### src/rtl/dma_pkg.sv
// -----------------------------------------------------------------------------
// dma_pkg
// Shared constants for the DMA command front-end: default field widths,
// the two legal transfer modes, FSM state encodings and a helper that
// computes the packed descriptor width.
// No ports (package).
// -----------------------------------------------------------------------------
package dma_pkg;

  localparam int DMA_ADDR_WIDTH  = 12;
  localparam int DMA_SIZE_WIDTH  = 8;
  localparam int DMA_MODE_WIDTH  = 4;
  localparam int DMA_FIFO_DEPTH  = 4;
  localparam int DMA_WDOG_CYCLES = 256;

  localparam logic [3:0] DMA_MODE_LOAD  = 4'b0001;
  localparam logic [3:0] DMA_MODE_STORE = 4'b0010;

  // FSM encodings kept as plain constants so older tools and dumps read them
  localparam logic [1:0] ST_IDLE  = 2'd0;
  localparam logic [1:0] ST_ISSUE = 2'd1;
  localparam logic [1:0] ST_WAIT  = 2'd2;
  localparam logic [1:0] ST_DONE  = 2'd3;

  // Descriptor is packed as {addr, size, mode}
  function automatic int dma_desc_width(input int aw, input int sw, input int mw);
    return aw + sw + mw;
  endfunction

endpackage

### src/rtl/dma_cmd_fifo.sv
// -----------------------------------------------------------------------------
// dma_cmd_fifo
// Synchronous FIFO holding packed DMA descriptors. The head entry is always
// visible on pop_data; a pop simply advances the read pointer.
// Ports:
//   clk, rst    clock and synchronous active-high reset (flushes the FIFO)
//   push        write push_data (ignored when full)
//   push_data   descriptor to store
//   pop         discard the head entry (ignored when empty)
//   pop_data    head entry
//   full/empty  occupancy flags
//   count       number of entries held, 0..DEPTH
// -----------------------------------------------------------------------------
module dma_cmd_fifo #(
  parameter int WIDTH = 24,
  parameter int DEPTH = 4
) (
  input  logic                         clk,
  input  logic                         rst,
  input  logic                         push,
  input  logic [WIDTH-1:0]             push_data,
  input  logic                         pop,
  output logic [WIDTH-1:0]             pop_data,
  output logic                         full,
  output logic                         empty,
  output logic [$clog2(DEPTH+1)-1:0]   count
);

  localparam int PTR_W = $clog2(DEPTH);
  localparam int CNT_W = $clog2(DEPTH+1);

  logic [DEPTH-1:0][WIDTH-1:0] mem;
  logic [PTR_W-1:0]            wr_ptr;
  logic [PTR_W-1:0]            rd_ptr;
  logic                        do_push;
  logic                        do_pop;

  assign do_push  = push & ~full;
  assign do_pop   = pop & ~empty;
  assign full     = (count == CNT_W'(DEPTH));
  assign empty    = (count == '0);
  assign pop_data = mem[rd_ptr];

  // Storage needs no reset; the pointers and count define what is valid
  always_ff @(posedge clk) begin
    if (do_push) begin
      mem[wr_ptr] <= push_data;
    end
  end

  // DEPTH is a power of two, so the pointers wrap naturally modulo DEPTH
  always_ff @(posedge clk) begin
    if (rst) begin
      wr_ptr <= '0;
      rd_ptr <= '0;
      count  <= '0;
    end else begin
      if (do_push) begin
        wr_ptr <= wr_ptr + PTR_W'(1);
      end
      if (do_pop) begin
        rd_ptr <= rd_ptr + PTR_W'(1);
      end
      case ({do_push, do_pop})
        2'b10:   count <= count + CNT_W'(1);
        2'b01:   count <= count - CNT_W'(1);
        default: count <= count;
      endcase
    end
  end

endmodule

### src/rtl/dma_cmd_queue.sv
// -----------------------------------------------------------------------------
// dma_cmd_queue
// Command front-end for dma_load_store. The core writes descriptors
// (addr, size, mode); illegal ones (size 0, or mode other than load/store)
// are swallowed with an err_pulse. Legal ones are queued and issued one at a
// time: the request is held on dma_valid until the engine has returned exactly
// dma_size beats, then done_pulse fires and the next descriptor is issued.
// Ports:
//   clk, rst                  clock, synchronous active-high reset
//   cmd_valid/cmd_ready       descriptor handshake from the core
//   cmd_addr/size/mode        descriptor fields
//   dma_valid                 request level to the engine
//   dma_addr/size/mode        fields of the request in flight
//   dma_beat                  one pulse per word transferred by the engine
//   busy                      transfer in flight or descriptors queued
//   done_pulse                one cycle when a transfer completes
//   err_pulse                 one cycle on a rejected descriptor or timeout
//   q_count                   descriptors waiting in the FIFO
// Build option:
//   DMA_CMD_WDOG_EN  when defined, a beat-gap watchdog aborts a transfer that
//                    sees no beat for WDOG_CYCLES cycles (err_pulse, no done).
// -----------------------------------------------------------------------------
module dma_cmd_queue
  import dma_pkg::*;
#(
  parameter int ADDR_WIDTH  = DMA_ADDR_WIDTH,
  parameter int SIZE_WIDTH  = DMA_SIZE_WIDTH,
  parameter int MODE_WIDTH  = DMA_MODE_WIDTH,
  parameter int DEPTH       = DMA_FIFO_DEPTH,
  parameter int WDOG_CYCLES = DMA_WDOG_CYCLES
) (
  input  logic                         clk,
  input  logic                         rst,
  input  logic                         cmd_valid,
  output logic                         cmd_ready,
  input  logic [ADDR_WIDTH-1:0]        cmd_addr,
  input  logic [SIZE_WIDTH-1:0]        cmd_size,
  input  logic [MODE_WIDTH-1:0]        cmd_mode,
  output logic                         dma_valid,
  output logic [ADDR_WIDTH-1:0]        dma_addr,
  output logic [SIZE_WIDTH-1:0]        dma_size,
  output logic [MODE_WIDTH-1:0]        dma_mode,
  input  logic                         dma_beat,
  output logic                         busy,
  output logic                         done_pulse,
  output logic                         err_pulse,
  output logic [$clog2(DEPTH+1)-1:0]   q_count
);

  localparam int DESC_W = dma_desc_width(ADDR_WIDTH, SIZE_WIDTH, MODE_WIDTH);

  logic [1:0]            state;
  logic [SIZE_WIDTH-1:0] beat_cnt;
  logic [SIZE_WIDTH-1:0] last_beat;
  logic                  cmd_hs;
  logic                  desc_ok;
  logic                  fifo_push;
  logic                  fifo_pop;
  logic                  fifo_full;
  logic                  fifo_empty;
  logic [DESC_W-1:0]     fifo_head;
  logic                  wdog_timeout;

  // A rejected descriptor still completes the handshake so the core moves on
  assign cmd_hs    = cmd_valid & cmd_ready;
  assign desc_ok   = (cmd_size != '0) &&
                     ((cmd_mode == MODE_WIDTH'(DMA_MODE_LOAD)) ||
                      (cmd_mode == MODE_WIDTH'(DMA_MODE_STORE)));
  assign fifo_push = cmd_hs & desc_ok;
  assign fifo_pop  = (state == ST_IDLE) & ~fifo_empty;
  assign cmd_ready = ~fifo_full;
  assign busy      = (state != ST_IDLE) | (q_count != '0);

  // Wraps to all-ones for size 0, but size 0 never reaches the FIFO
  assign last_beat = dma_size - SIZE_WIDTH'(1);

  dma_cmd_fifo #(
    .WIDTH (DESC_W),
    .DEPTH (DEPTH)
  ) u_fifo (
    .clk       (clk),
    .rst       (rst),
    .push      (fifo_push),
    .push_data ({cmd_addr, cmd_size, cmd_mode}),
    .pop       (fifo_pop),
    .pop_data  (fifo_head),
    .full      (fifo_full),
    .empty     (fifo_empty),
    .count     (q_count)
  );

`ifdef DMA_CMD_WDOG_EN
  localparam int GAP_W = $clog2(WDOG_CYCLES);

  logic [GAP_W-1:0] gap_cnt;

  // Gap counter only runs while waiting for beats; every beat restarts it
  always_ff @(posedge clk) begin
    if (rst || (state != ST_WAIT) || dma_beat) begin
      gap_cnt <= '0;
    end else begin
      gap_cnt <= gap_cnt + GAP_W'(1);
    end
  end

  assign wdog_timeout = (state == ST_WAIT) && !dma_beat &&
                        (gap_cnt == GAP_W'(WDOG_CYCLES - 1));
`else
  // Without the watchdog a transfer waits forever; the expression is
  // constant false and only keeps the parameter referenced
  assign wdog_timeout = (WDOG_CYCLES < 0);
`endif

  // Issue FSM. dma_valid, done_pulse and err_pulse are registered so the
  // engine sees glitch-free levels; DONE forces at least one low cycle on
  // dma_valid between consecutive requests.
  always_ff @(posedge clk) begin
    if (rst) begin
      state      <= ST_IDLE;
      dma_valid  <= 1'b0;
      dma_addr   <= '0;
      dma_size   <= '0;
      dma_mode   <= '0;
      beat_cnt   <= '0;
      done_pulse <= 1'b0;
      err_pulse  <= 1'b0;
    end else begin
      done_pulse <= 1'b0;
      err_pulse  <= cmd_hs & ~desc_ok;
      case (state)
        ST_IDLE: begin
          if (!fifo_empty) begin
            {dma_addr, dma_size, dma_mode} <= fifo_head;
            state <= ST_ISSUE;
          end
        end
        ST_ISSUE: begin
          dma_valid <= 1'b1;
          beat_cnt  <= '0;
          state     <= ST_WAIT;
        end
        ST_WAIT: begin
          if (dma_beat) begin
            if (beat_cnt == last_beat) begin
              dma_valid  <= 1'b0;
              done_pulse <= 1'b1;
              state      <= ST_DONE;
            end else begin
              beat_cnt <= beat_cnt + SIZE_WIDTH'(1);
            end
          end else if (wdog_timeout) begin
            dma_valid <= 1'b0;
            err_pulse <= 1'b1;
            state     <= ST_DONE;
          end
        end
        ST_DONE: begin
          state <= ST_IDLE;
        end
        default: begin
          state <= ST_IDLE;
        end
      endcase
    end
  end

endmodule

### config.mk
export PLATFORM = sky130hd
export DESIGN_NAME = dma_cmd_queue
export DESIGN_NICKNAME = d
export VERILOG_FILES = /design/src/rtl/dma_pkg.sv /design/src/rtl/dma_cmd_fifo.sv /design/src/rtl/dma_cmd_queue.sv
export SDC_FILE = /design/constraint.sdc
export NUM_CORES = 1
export LEC_CHECK = 0
export CAP_MARGIN = 25
export CORE_UTILIZATION = 38
export DETAILED_ROUTE_END_ITERATION = 7
export GPL_ROUTABILITY_DRIVEN = 0
export PLACE_DENSITY = 0.54
export SLEW_MARGIN = 20
export SYNTH_ARGS = -nofsm -noshare
export SYNTH_HDL_FRONTEND = slang
export SYNTH_HIERARCHICAL = 1
export SYNTH_SLANG_ARGS = --single-unit
### constraint.sdc
create_clock -name clk -period 3 [get_ports clk]
set_input_delay 0.6 -clock clk [delete_from_list [all_inputs] [get_ports clk]]
set_output_delay 0.6 -clock clk [all_outputs]
set_load 0.03 [all_outputs]
==> results by stage, run 1 <==
Status:
- The run finished with clean final reports.

Logic synthesis:
- The leading area contributor after synthesis is sky130_fd_sc_hd__edfxtp_1.
- The post-synthesis cell area is 5854 µm².
- By count the netlist is led by sky130_fd_sc_hd__edfxtp_1 (96), sky130_fd_sc_hd__nand2_1 (67), sky130_fd_sc_hd__dfxtp_1 (44).
- After technology mapping, the gate count stands at roughly 420.
- The count of flip-flops with a built-in enable after synthesis is 96.
- The area share of the leading cell type in the synthesized netlist is 49.24%.
- Sorting the synthesized cells by area gives the leading types as sky130_fd_sc_hd__edfxtp_1 (49%), sky130_fd_sc_hd__dfxtp_1 (15%), sky130_fd_sc_hd__mux4_2 (7.3%).
- The most used standard cell by instance count after synthesis is sky130_fd_sc_hd__edfxtp_1.
- For this run, the leading register cell type out of synthesis is sky130_fd_sc_hd__edfxtp_1.
- The number of warnings printed during yosys synthesis is 6.
- The number of nets in the synthesized netlist is approximately 460.
- Summing the sequential cell areas from Yosys gives 64.29% of the chip area.
- The post-synthesis area per instance is 14.07 µm².
- The number of flip-flops and latches in the synthesized netlist is 140.
- The proportion of register bits with asynchronous set or reset after synthesis is 0%.
- The number of distinct library cells after synthesis is 53.

STA:
- The final critical-path required period is 2.881 ns.
- The maximum clock frequency is 0.3471 GHz.
- On the final layout, the worst clock skew is slightly below 0.009 ns.
- In this run the tightest slew margin relative to its limit is 64.50%.
- The final number of hold-violating endpoints was 0.
- The worst-margin pin slew is 0.5326 ns.
- The setup TNS is 0 ns.
- The final-report max-slew violation count is 0.
- The tightest hold margin is approximately 0.46 ns.
- The final setup violation count is 0.
- Of the available clock period, the critical path in the final layout requires between 90 and 100%.

Routing:
- The iteration-0 DRC count of the detailed router is 133.
- The overall routed net length is about 12,000 µm.
- In the final routed layout, each cell accounts on average for 16.94 µm.
- The via count is 3,563.
- The number of detailed-routing iterations run before antenna repair is 4.
- For this run, design rule violations remaining after detail routing come to 0.
- The count of antenna-violating nets left after detailed routing is 0.
- Dividing the detail-routed via count by the number of cells gives 5.097.

Critical path:
- For the worst setup path, the data required time is 2.40 ns.
- Of all nets on the critical path, the largest fanout is 4.
- The total number of cells along the worst setup path is 4.
- The worst setup path is of the flip-flop to output pin kind.
- For the worst setup path, the data arrival time is roughly 2.3 ns.
- Broken down by cell family, the worst path's largest delay share belongs to buffers and inverters.
- Traced cell by cell, the critical path runs through inv_1 > ha_1 > or4b_2 > clkdlybuf4s50_1.
- The worst reg2reg path endpoint is u_fifo/count[2]$_SDFFE_PP0P_.
- The critical path launch point type is a flip-flop.
- The worst register-to-register path begins at u_fifo/count[2]$_SDFFE_PP0P_.
- In this design, the stage delay of the slowest critical-path cell is 0.61 ns.
- The number of buffers and inverters on the critical path is 2.
- The setup slack of the worst register-to-register path is 0.35 ns.
- The slowest stage of the critical path belongs to the cell sky130_fd_sc_hd__clkdlybuf4s50_1.
- Measured in cells, the most critical reg-to-reg path has a length of 12.
- The category of the worst setup path capture point is an output pin.

Power:
- Dividing total power by cell area gives a power density of 620.0 nW/µm².
- Across the VDD grid, the largest voltage drop is 0.4106 mV.
- The analysis attributes to cell leakage a power of about 2.5 nW.

Global route:
- The first-pass GRT wire length is 18,890 µm.
- The number of antenna violations at the first check in global routing is 1.
- The global routing usage summed across all routing layers is 15.97%.
- The via count of the first global-routing pass is 3,500.
- The maximum number of pins on one net before global-route repair is 35.
- The total congestion overflow is 0.

Placed design:
- The wire-length estimate of the detail-placed layout is 7511 µm.
- After detailed placement, the total cell area comes to 6809 µm².
- Buffers placed on the I/O ports in this run total 59.

Layout:
- The post-route netlist has 18.00% of its cells at a drive strength greater than 1.
- The area of all placed cells without fillers is 7413 µm².
- The core utilization of the finished layout is 48.95%.
- The diode insertion count for antenna repair is 0.
- The count of nets after finishing is 538.
- Relative to the synthesized area, the layout overhead comes to 26.63%.

Hold path:
- Counting instances, the worst hold path has a depth of 2.
- The path class of the tightest hold or removal check is flip-flop to flip-flop.
- The worst hold endpoint is dma_mode[1]$_SDFFE_PP0P_.
- The worst min-delay path startpoint is dma_mode[1]$_SDFFE_PP0P_.

Clock tree:
- Once the clock tree was built, the setup fixing pass inserted 0 buffers.
- The clock transition at the register clock pins on the worst setup and hold paths after CTS is 0.06 ns.
- The insertion delay to the later sink of the worst-skew pair is 0.41 ns.
- The H-tree was split into 4 levels.
- The buffer levels on the longest clock path is 2.
- The clock sink count is 140.
- The cell sitting at the root of the clock tree is a sky130_fd_sc_hd__clkbuf_16.
- The number of buffers created by CTS is 17.
- TritonCTS built the clock tree.

Floorplan:
- The number of placement rows is 45.
- The die outline area is 15,910 µm².
- From bottom edge to top edge, the die measures 126.1 µm.
- The initial utilization of the core area, before any placement, comes to 38.65%.
- The core area is 15,150 µm².
- The die is 126.1 µm wide.
- The number of top-level pins is 60.

Job:
- The reported max-cap violation count is 0.
through the flow:
step / total power, W / worst slack [ns] / cells
after CTS: 0.004650 / 0.003581 / 699
final: 0.004596 / 0.1187 / 699
after global routing: 0.004795 / -0.01566 / 699
after global placement: 0.002685 / -0.3940 / 667
after floorplan: 0.002494 / 0.1261 / 416
after detailed placement: 0.002693 / -0.5886 / 667
flip-flops by register name, summed over array words and instances (netlist names):
name and flops:
done_pulse 1, u_fifo/rd_ptr 2, dma_size 8, state 2
u_fifo/count 3, u_fifo/mem 96, beat_cnt 8, dma_mode 4
dma_addr 12, dma_valid 1, u_fifo/wr_ptr 2, err_pulse 1
worst min-delay path, delay by kind of cell (launching register included):
kind / cells / cell delay [ns]
AND/OR/NAND/NOR: 1 / 0.05
flip-flops: 1 / 0.31
AO/OA/AOI/OAI: 1 / 0.05
timing repair:
item / in CTS / in global routing
endpoints found under the setup margin: 1 / 2
pin swaps: 0 / 5
hold buffers: 0 / 0
hold endpoints to repair: 0 / 0
cloned: 0 / 0
gates resized for setup: 3 / 12
power by group:
| group | switching, W | total (W) | internal (W) |
|---|---|---|---|
| combinational | 0.000291 | 0.000511 | 0.000220 |
| sequential | 0.0000351 | 0.00214 | 0.00211 |
| clock | 0.000800 | 0.00194 | 0.00114 |
placed cells by master, fill, tap and decap left out, types with 3 or more instances in the layout:
| cell | Yosys | routed |
|---|---|---|
| sky130_fd_sc_hd__nand2_1 | 67 | 67 |
| sky130_fd_sc_hd__nand3_1 | 3 | 3 |
| sky130_fd_sc_hd__clkbuf_16 | 0 | 17 |
| sky130_fd_sc_hd__inv_6 | 0 | 4 |
| sky130_fd_sc_hd__nor2_1 | 8 | 8 |
| sky130_fd_sc_hd__ha_1 | 11 | 10 |
| sky130_fd_sc_hd__xor2_1 | 8 | 8 |
| sky130_fd_sc_hd__or3_1 | 3 | 3 |
| sky130_fd_sc_hd__nor3_1 | 6 | 6 |
| sky130_fd_sc_hd__clkinvlp_4 | 0 | 4 |
| sky130_fd_sc_hd__a21oi_1 | 36 | 35 |
| sky130_fd_sc_hd__nand2b_1 | 9 | 9 |
| sky130_fd_sc_hd__buf_4 | 0 | 20 |
| sky130_fd_sc_hd__and2_1 | 5 | 5 |
| sky130_fd_sc_hd__o21ai_0 | 5 | 5 |
| sky130_fd_sc_hd__dfxtp_1 | 44 | 43 |
| sky130_fd_sc_hd__clkdlybuf4s50_1 | 0 | 51 |
| sky130_fd_sc_hd__inv_1 | 15 | 15 |
| sky130_fd_sc_hd__edfxtp_1 | 96 | 96 |
| sky130_fd_sc_hd__a211oi_1 | 4 | 4 |
| sky130_fd_sc_hd__mux4_2 | 19 | 19 |
| sky130_fd_sc_hd__mux4_1 | 5 | 5 |
| sky130_fd_sc_hd__dlymetal6s2s_1 | 0 | 8 |
| sky130_fd_sc_hd__mux2i_1 | 8 | 8 |
| sky130_fd_sc_hd__buf_12 | 1 | 6 |
| sky130_fd_sc_hd__nand4_1 | 6 | 6 |
| sky130_fd_sc_hd__xnor2_1 | 6 | 6 |
metal layers:
layer	vias up	part of all wire (%)	track usage, %
met5	-	0.11	0
met3	15	4.6	5.353
met2	73	51	26.94
li1	1708	-	-
met4	2	1.1	5.315
met1	1765	43	19.16
cell type report:
type	count	area, µm²
flip-flops and latches	140	3765
fillers	1330	7732
clock buffers	19	432.9
repair buffers	85	880.8
clock inverters	13	117.6
multi-input cells	238	1922
well taps	188	235.2
inverters	16	60.06
logic make-up after synthesis:
kind of cell,Yosys count,synth area share (%)
xor+xnor,14,2.095
mux,32,10.92
compound gates,58,6.198
fa+ha+maj,12,2.693
buf+inv,38,3.462
flops,140,64.29
simple gates,122,10.34
worst max path at each step:
stage	startpoint	to	slack (ns)
2_1_floorplan	u_fifo/count[0]$_SDFFE_PP0P_	u_fifo/count[2]$_SDFFE_PP0P_	0.13
3_3_place_gp	cmd_size[1]	u_fifo/count[2]$_SDFFE_PP0P_	-0.39
3_5_place_dp	cmd_size[1]	u_fifo/count[2]$_SDFFE_PP0P_	-0.59
4_1_cts	cmd_size[5]	u_fifo/count[2]$_SDFFE_PP0P_	0.004
5_1_grt	cmd_mode[1]	u_fifo/count[2]$_SDFFE_PP0P_	-0.02
6_report	state[0]$_SDFFE_PP0P_	busy	0.12
(Power assumes the default switching activity.)
==> run 2: changes to the inputs <==
--- a/config.mk
+++ b/config.mk
@@ -9,6 +9,7 @@
 export CORE_UTILIZATION = 38
 export DETAILED_ROUTE_END_ITERATION = 7
 export GPL_ROUTABILITY_DRIVEN = 0
+export HOLD_SLACK_MARGIN = 0.05
 export PLACE_DENSITY = 0.54
 export SLEW_MARGIN = 20
 export SYNTH_ARGS = -nofsm -noshare
==> results of run 2 <==
No change in the layout: final DEF, timing and power equal those of run 1.
==> run 3: changes to the inputs <==
--- a/config.mk
+++ b/config.mk
@@ -10,7 +10,7 @@
 export DETAILED_ROUTE_END_ITERATION = 7
 export GPL_ROUTABILITY_DRIVEN = 0
 export HOLD_SLACK_MARGIN = 0.05
-export PLACE_DENSITY = 0.54
+export PLACE_DENSITY = 0.68
 export SLEW_MARGIN = 20
 export SYNTH_ARGS = -nofsm -noshare
 export SYNTH_HDL_FRONTEND = slang
==> results by stage, run 3 (synthesis gave the netlist of run 1 again) <==
Layout:
- The layout cell share with drive strength beyond 1 is 16.37% (was 18.00%).
- The count of nets after finishing came to 535 (was 538).
- The core utilization of the finished layout came to 49.52% (was 48.95%).
- The total area of multi-input combinational cells is 1937 µm² (was 1922 µm²).
- The diode insertion count for antenna repair is 0 (unchanged).
- The layout overhead on the synthesized area is 28.10% (was 26.63%).
- The register with the most flip-flops is u_fifo/mem (unchanged).
- Registers with the most flip-flops: u_fifo/mem (96), dma_addr (12) (unchanged).
- The sequential cell area was 3765 µm² (unchanged).
- The most common cell after layout, fill and taps aside is sky130_fd_sc_hd__edfxtp_1 (unchanged).
- Commonest cells after routing, fill and taps aside: sky130_fd_sc_hd__edfxtp_1 (96), sky130_fd_sc_hd__nand2_1 (67), sky130_fd_sc_hd__clkdlybuf4s50_1 (53), sky130_fd_sc_hd__dfxtp_1 (43), sky130_fd_sc_hd__a21oi_1 (36) (was sky130_fd_sc_hd__edfxtp_1 (96), sky130_fd_sc_hd__nand2_1 (67), sky130_fd_sc_hd__clkdlybuf4s50_1 (51), sky130_fd_sc_hd__dfxtp_1 (43), sky130_fd_sc_hd__a21oi_1 (35)).
- The flip-flop count of the largest register, all copies and words added is 96 (unchanged).
- The filler cell count was 1,246 (was 1,330).

Hold path:
- The worst min-delay path startpoint is dma_addr[10]$_SDFFE_PP0P_ (was dma_mode[1]$_SDFFE_PP0P_).
- The number of cells on the worst hold path is 2 (unchanged).
- The worst hold endpoint is dma_addr[10]$_SDFFE_PP0P_ (was dma_mode[1]$_SDFFE_PP0P_).
- The worst hold path class is flip-flop to flip-flop (unchanged).

Global route:
- The number of antenna violations at the first check in global routing is 0 (was 1).
- The total congestion overflow is 0 (unchanged).
- The maximum number of pins on one net before global-route repair came to 35 (unchanged).
- The first-pass GRT wire length came to 19,000 µm (was 18,890 µm).
- The global routing usage summed across all routing layers is 15.93% (was 15.97%).
- The via count of the first global-routing pass is 3,741 (was 3,500).

Clock tree:
- The number of H-tree levels came to 4 (unchanged).
- The clock transition at the register clock pins on the worst setup and hold paths after CTS was 0.05 ns (was 0.06 ns).
- The insertion delay to the later sink of the worst-skew pair is 0.41 ns (about the same).
- The clock sink count is 140 (unchanged).
- The number of buffers created by CTS is 17 (unchanged).
- The root cell of the clock tree is sky130_fd_sc_hd__clkbuf_16 (unchanged).
- The CTS tree is done (unchanged).
- The number of buffers inserted to repair setup after CTS is 0 (unchanged).
- The buffer levels on the longest clock path is 2 (unchanged).
- The number of buffers inserted for hold repair after clock tree synthesis is 0 (unchanged).

Placed design:
- The count of input and output buffers is 59 (unchanged).
- The HPWL after detailed placement is 7688 µm (was 7511 µm).

STA:
- The final-report max-slew violation count is 0 (unchanged).
- The worst-margin pin slew is 0.6374 ns (was 0.5326 ns).
- Setup repair after global routing left no endpoint under its margin.
- The post-route fraction of the period consumed by the critical path came to 96.48% (was 96.04%).
- The final critical-path required period is 2.894 ns (was 2.881 ns).
- The maximum clock frequency is 0.3455 GHz (was 0.3471 GHz).
- The relative slew slack was 57.51% (was 64.50%).
- The clock skew after layout is 0.004681 ns (was 0.008947 ns).
- The final number of hold-violating endpoints is 0 (unchanged).
- The final setup violation count is 0 (unchanged).

Floorplan:
- The die outline area is 15,910 µm² (unchanged).
- The number of top-level pins is 60 (unchanged).
- The core area is 15,150 µm² (unchanged).
- The starting density of the core was 38.65% (unchanged).
- The floorplan die width is 126.1 µm (unchanged).
- The vertical extent of the die is 126.1 µm (unchanged).
- The number of placement rows is 45 (unchanged).

Critical path:
- The worst flop-to-flop path startpoint is u_fifo/count[2]$_SDFFE_PP0P_ (unchanged).
- The largest fanout of any net on the critical path is 4 (unchanged).
- The category of the worst setup path capture point is an output pin (unchanged).
- The worst setup path startpoint is state[0]$_SDFFE_PP0P_ (unchanged).
- The arrival time at the worst endpoint is 2.29 ns (was 2.28 ns).
- The required time of the critical path is 2.40 ns (about the same).
- The class of the most critical setup path is flip-flop to output pin (unchanged).
- The worst reg2reg path endpoint is u_fifo/count[2]$_SDFFE_PP0P_ (unchanged).
- The cell count of the worst reg-to-reg path was 12 (unchanged).
- The critical path launch point type is a flip-flop (unchanged).
- The setup slack of the worst register-to-register path came to 0.47 ns (was 0.35 ns).

Status:
- Result of the run: complete, no violations (unchanged).

Power:
- The worst ir drop on vdd was 0.4845 mV (was 0.4106 mV).
- The power density over the cells is 648.0 nW/µm² (was 620.0 nW/µm²).
- The static leakage was 2.520 nW (was 2.501 nW).
- The total design power is 0.004860 W (was 0.004596 W).

Routing:
- The count of antenna-violating nets left after detailed routing is 0 (unchanged).
- The total DRC errors in the routed layout came to 0 (unchanged).
- The iteration-0 DRC count of the detailed router came to 207 (was 133).
- The via density per instance is 5.088 (was 5.097).
- The overall routed net length is 11,580 µm (was 11,840 µm).
- The wire length per cell after detailed routing is 16.66 µm (was 16.94 µm).
- The number of detailed-routing iterations run before antenna repair is 4 (unchanged).
- The via count is 3,536 (was 3,563).

Job:
- The reported max-cap violation count is 0 (unchanged).
==> run 3: cell count changes in the layout (fill, tap and decap cells not counted), moves of 2 or more <==
cell,change
sky130_fd_sc_hd__buf_12,+2
sky130_fd_sc_hd__buf_4,-5
sky130_fd_sc_hd__bufinv_16,+4
sky130_fd_sc_hd__clkbuf_1,-2
sky130_fd_sc_hd__clkdlybuf4s50_1,+2
sky130_fd_sc_hd__clkinv_1,+5
sky130_fd_sc_hd__clkinv_2,-2
sky130_fd_sc_hd__clkinvlp_4,-4
sky130_fd_sc_hd__dlymetal6s2s_1,-2
sky130_fd_sc_hd__inv_6,-2
==> run 3: final cells by class <==
class	instances	share of cell area, %
clock inverters	14	2.653
multi-input cells	238	25.83
inverters	16	0.8008
flip-flops and latches	140	50.20
repair buffers	82	11.71
well taps	188	3.136
clock buffers	17	5.672
==> run 3: worst max-delay path by stage <==
stage                                         to  slack [ns]  cells past startpoint
finish                                      busy        0.11                      4
global route                                busy        0.01                      4
CTS                 u_fifo/count[2]$_SDFFE_PP0P_        0.02                     13
detailed placement  u_fifo/count[2]$_SDFFE_PP0P_       -0.65                     13
global placement    u_fifo/count[2]$_SDFFE_PP0P_       -0.44                     13
floorplan           u_fifo/count[2]$_SDFFE_PP0P_        0.13                     13
==> run 3: power breakdown <==
part           switching [W]  total [W]  internal (W)
sequential         0.0000387    0.00215       0.00211
combinational       0.000294   0.000511      0.000217
clock               0.000746    0.00220       0.00146
total                0.00108    0.00486       0.00378
==> run 3: timing repair <==
item	in CTS	in global routing
pin swaps	0	3
setup endpoints to repair	2	2
gates resized for setup	3	10
==> run 3: critical path: stages (launching register included) <==
cell	delay [ns]
sky130_fd_sc_hd__dfxtp_1	0.32
sky130_fd_sc_hd__inv_1	0.14
sky130_fd_sc_hd__ha_1	0.21
sky130_fd_sc_hd__or4b_2	0.58
sky130_fd_sc_hd__clkdlybuf4s50_1	0.62
==> run 3: stage by stage <==
step | hold slack, ns | std cells | setup TNS (ns) | setup slack (ns) | area [µm²]
2_1_floorplan | 0.4544 | 416 | 0 | 0.1261 | 5854
3_3_place_gp | 0.4445 | 664 | -25.45 | -0.4448 | 6812
3_5_place_dp | 0.4533 | 664 | -40.54 | -0.6522 | 6812
4_1_cts | 0.4622 | 695 | 0 | 0.01616 | 7448
5_1_grt | 0.4847 | 695 | 0 | 0.01440 | 7500
6_report | 0.4608 | 695 | 0 | 0.1057 | 7500
==> run 3: per-layer routing <==
metal	part of all wire [%]	wire (µm)	global-route usage [%]	vias up
li1	-	-	-	1699
met1	42	4872	18.32	1751
met2	51	5924	27.56	75
met3	5.7	665	5.565	11
met4	1.0	118	5.457	0
met5	0	0	0	-
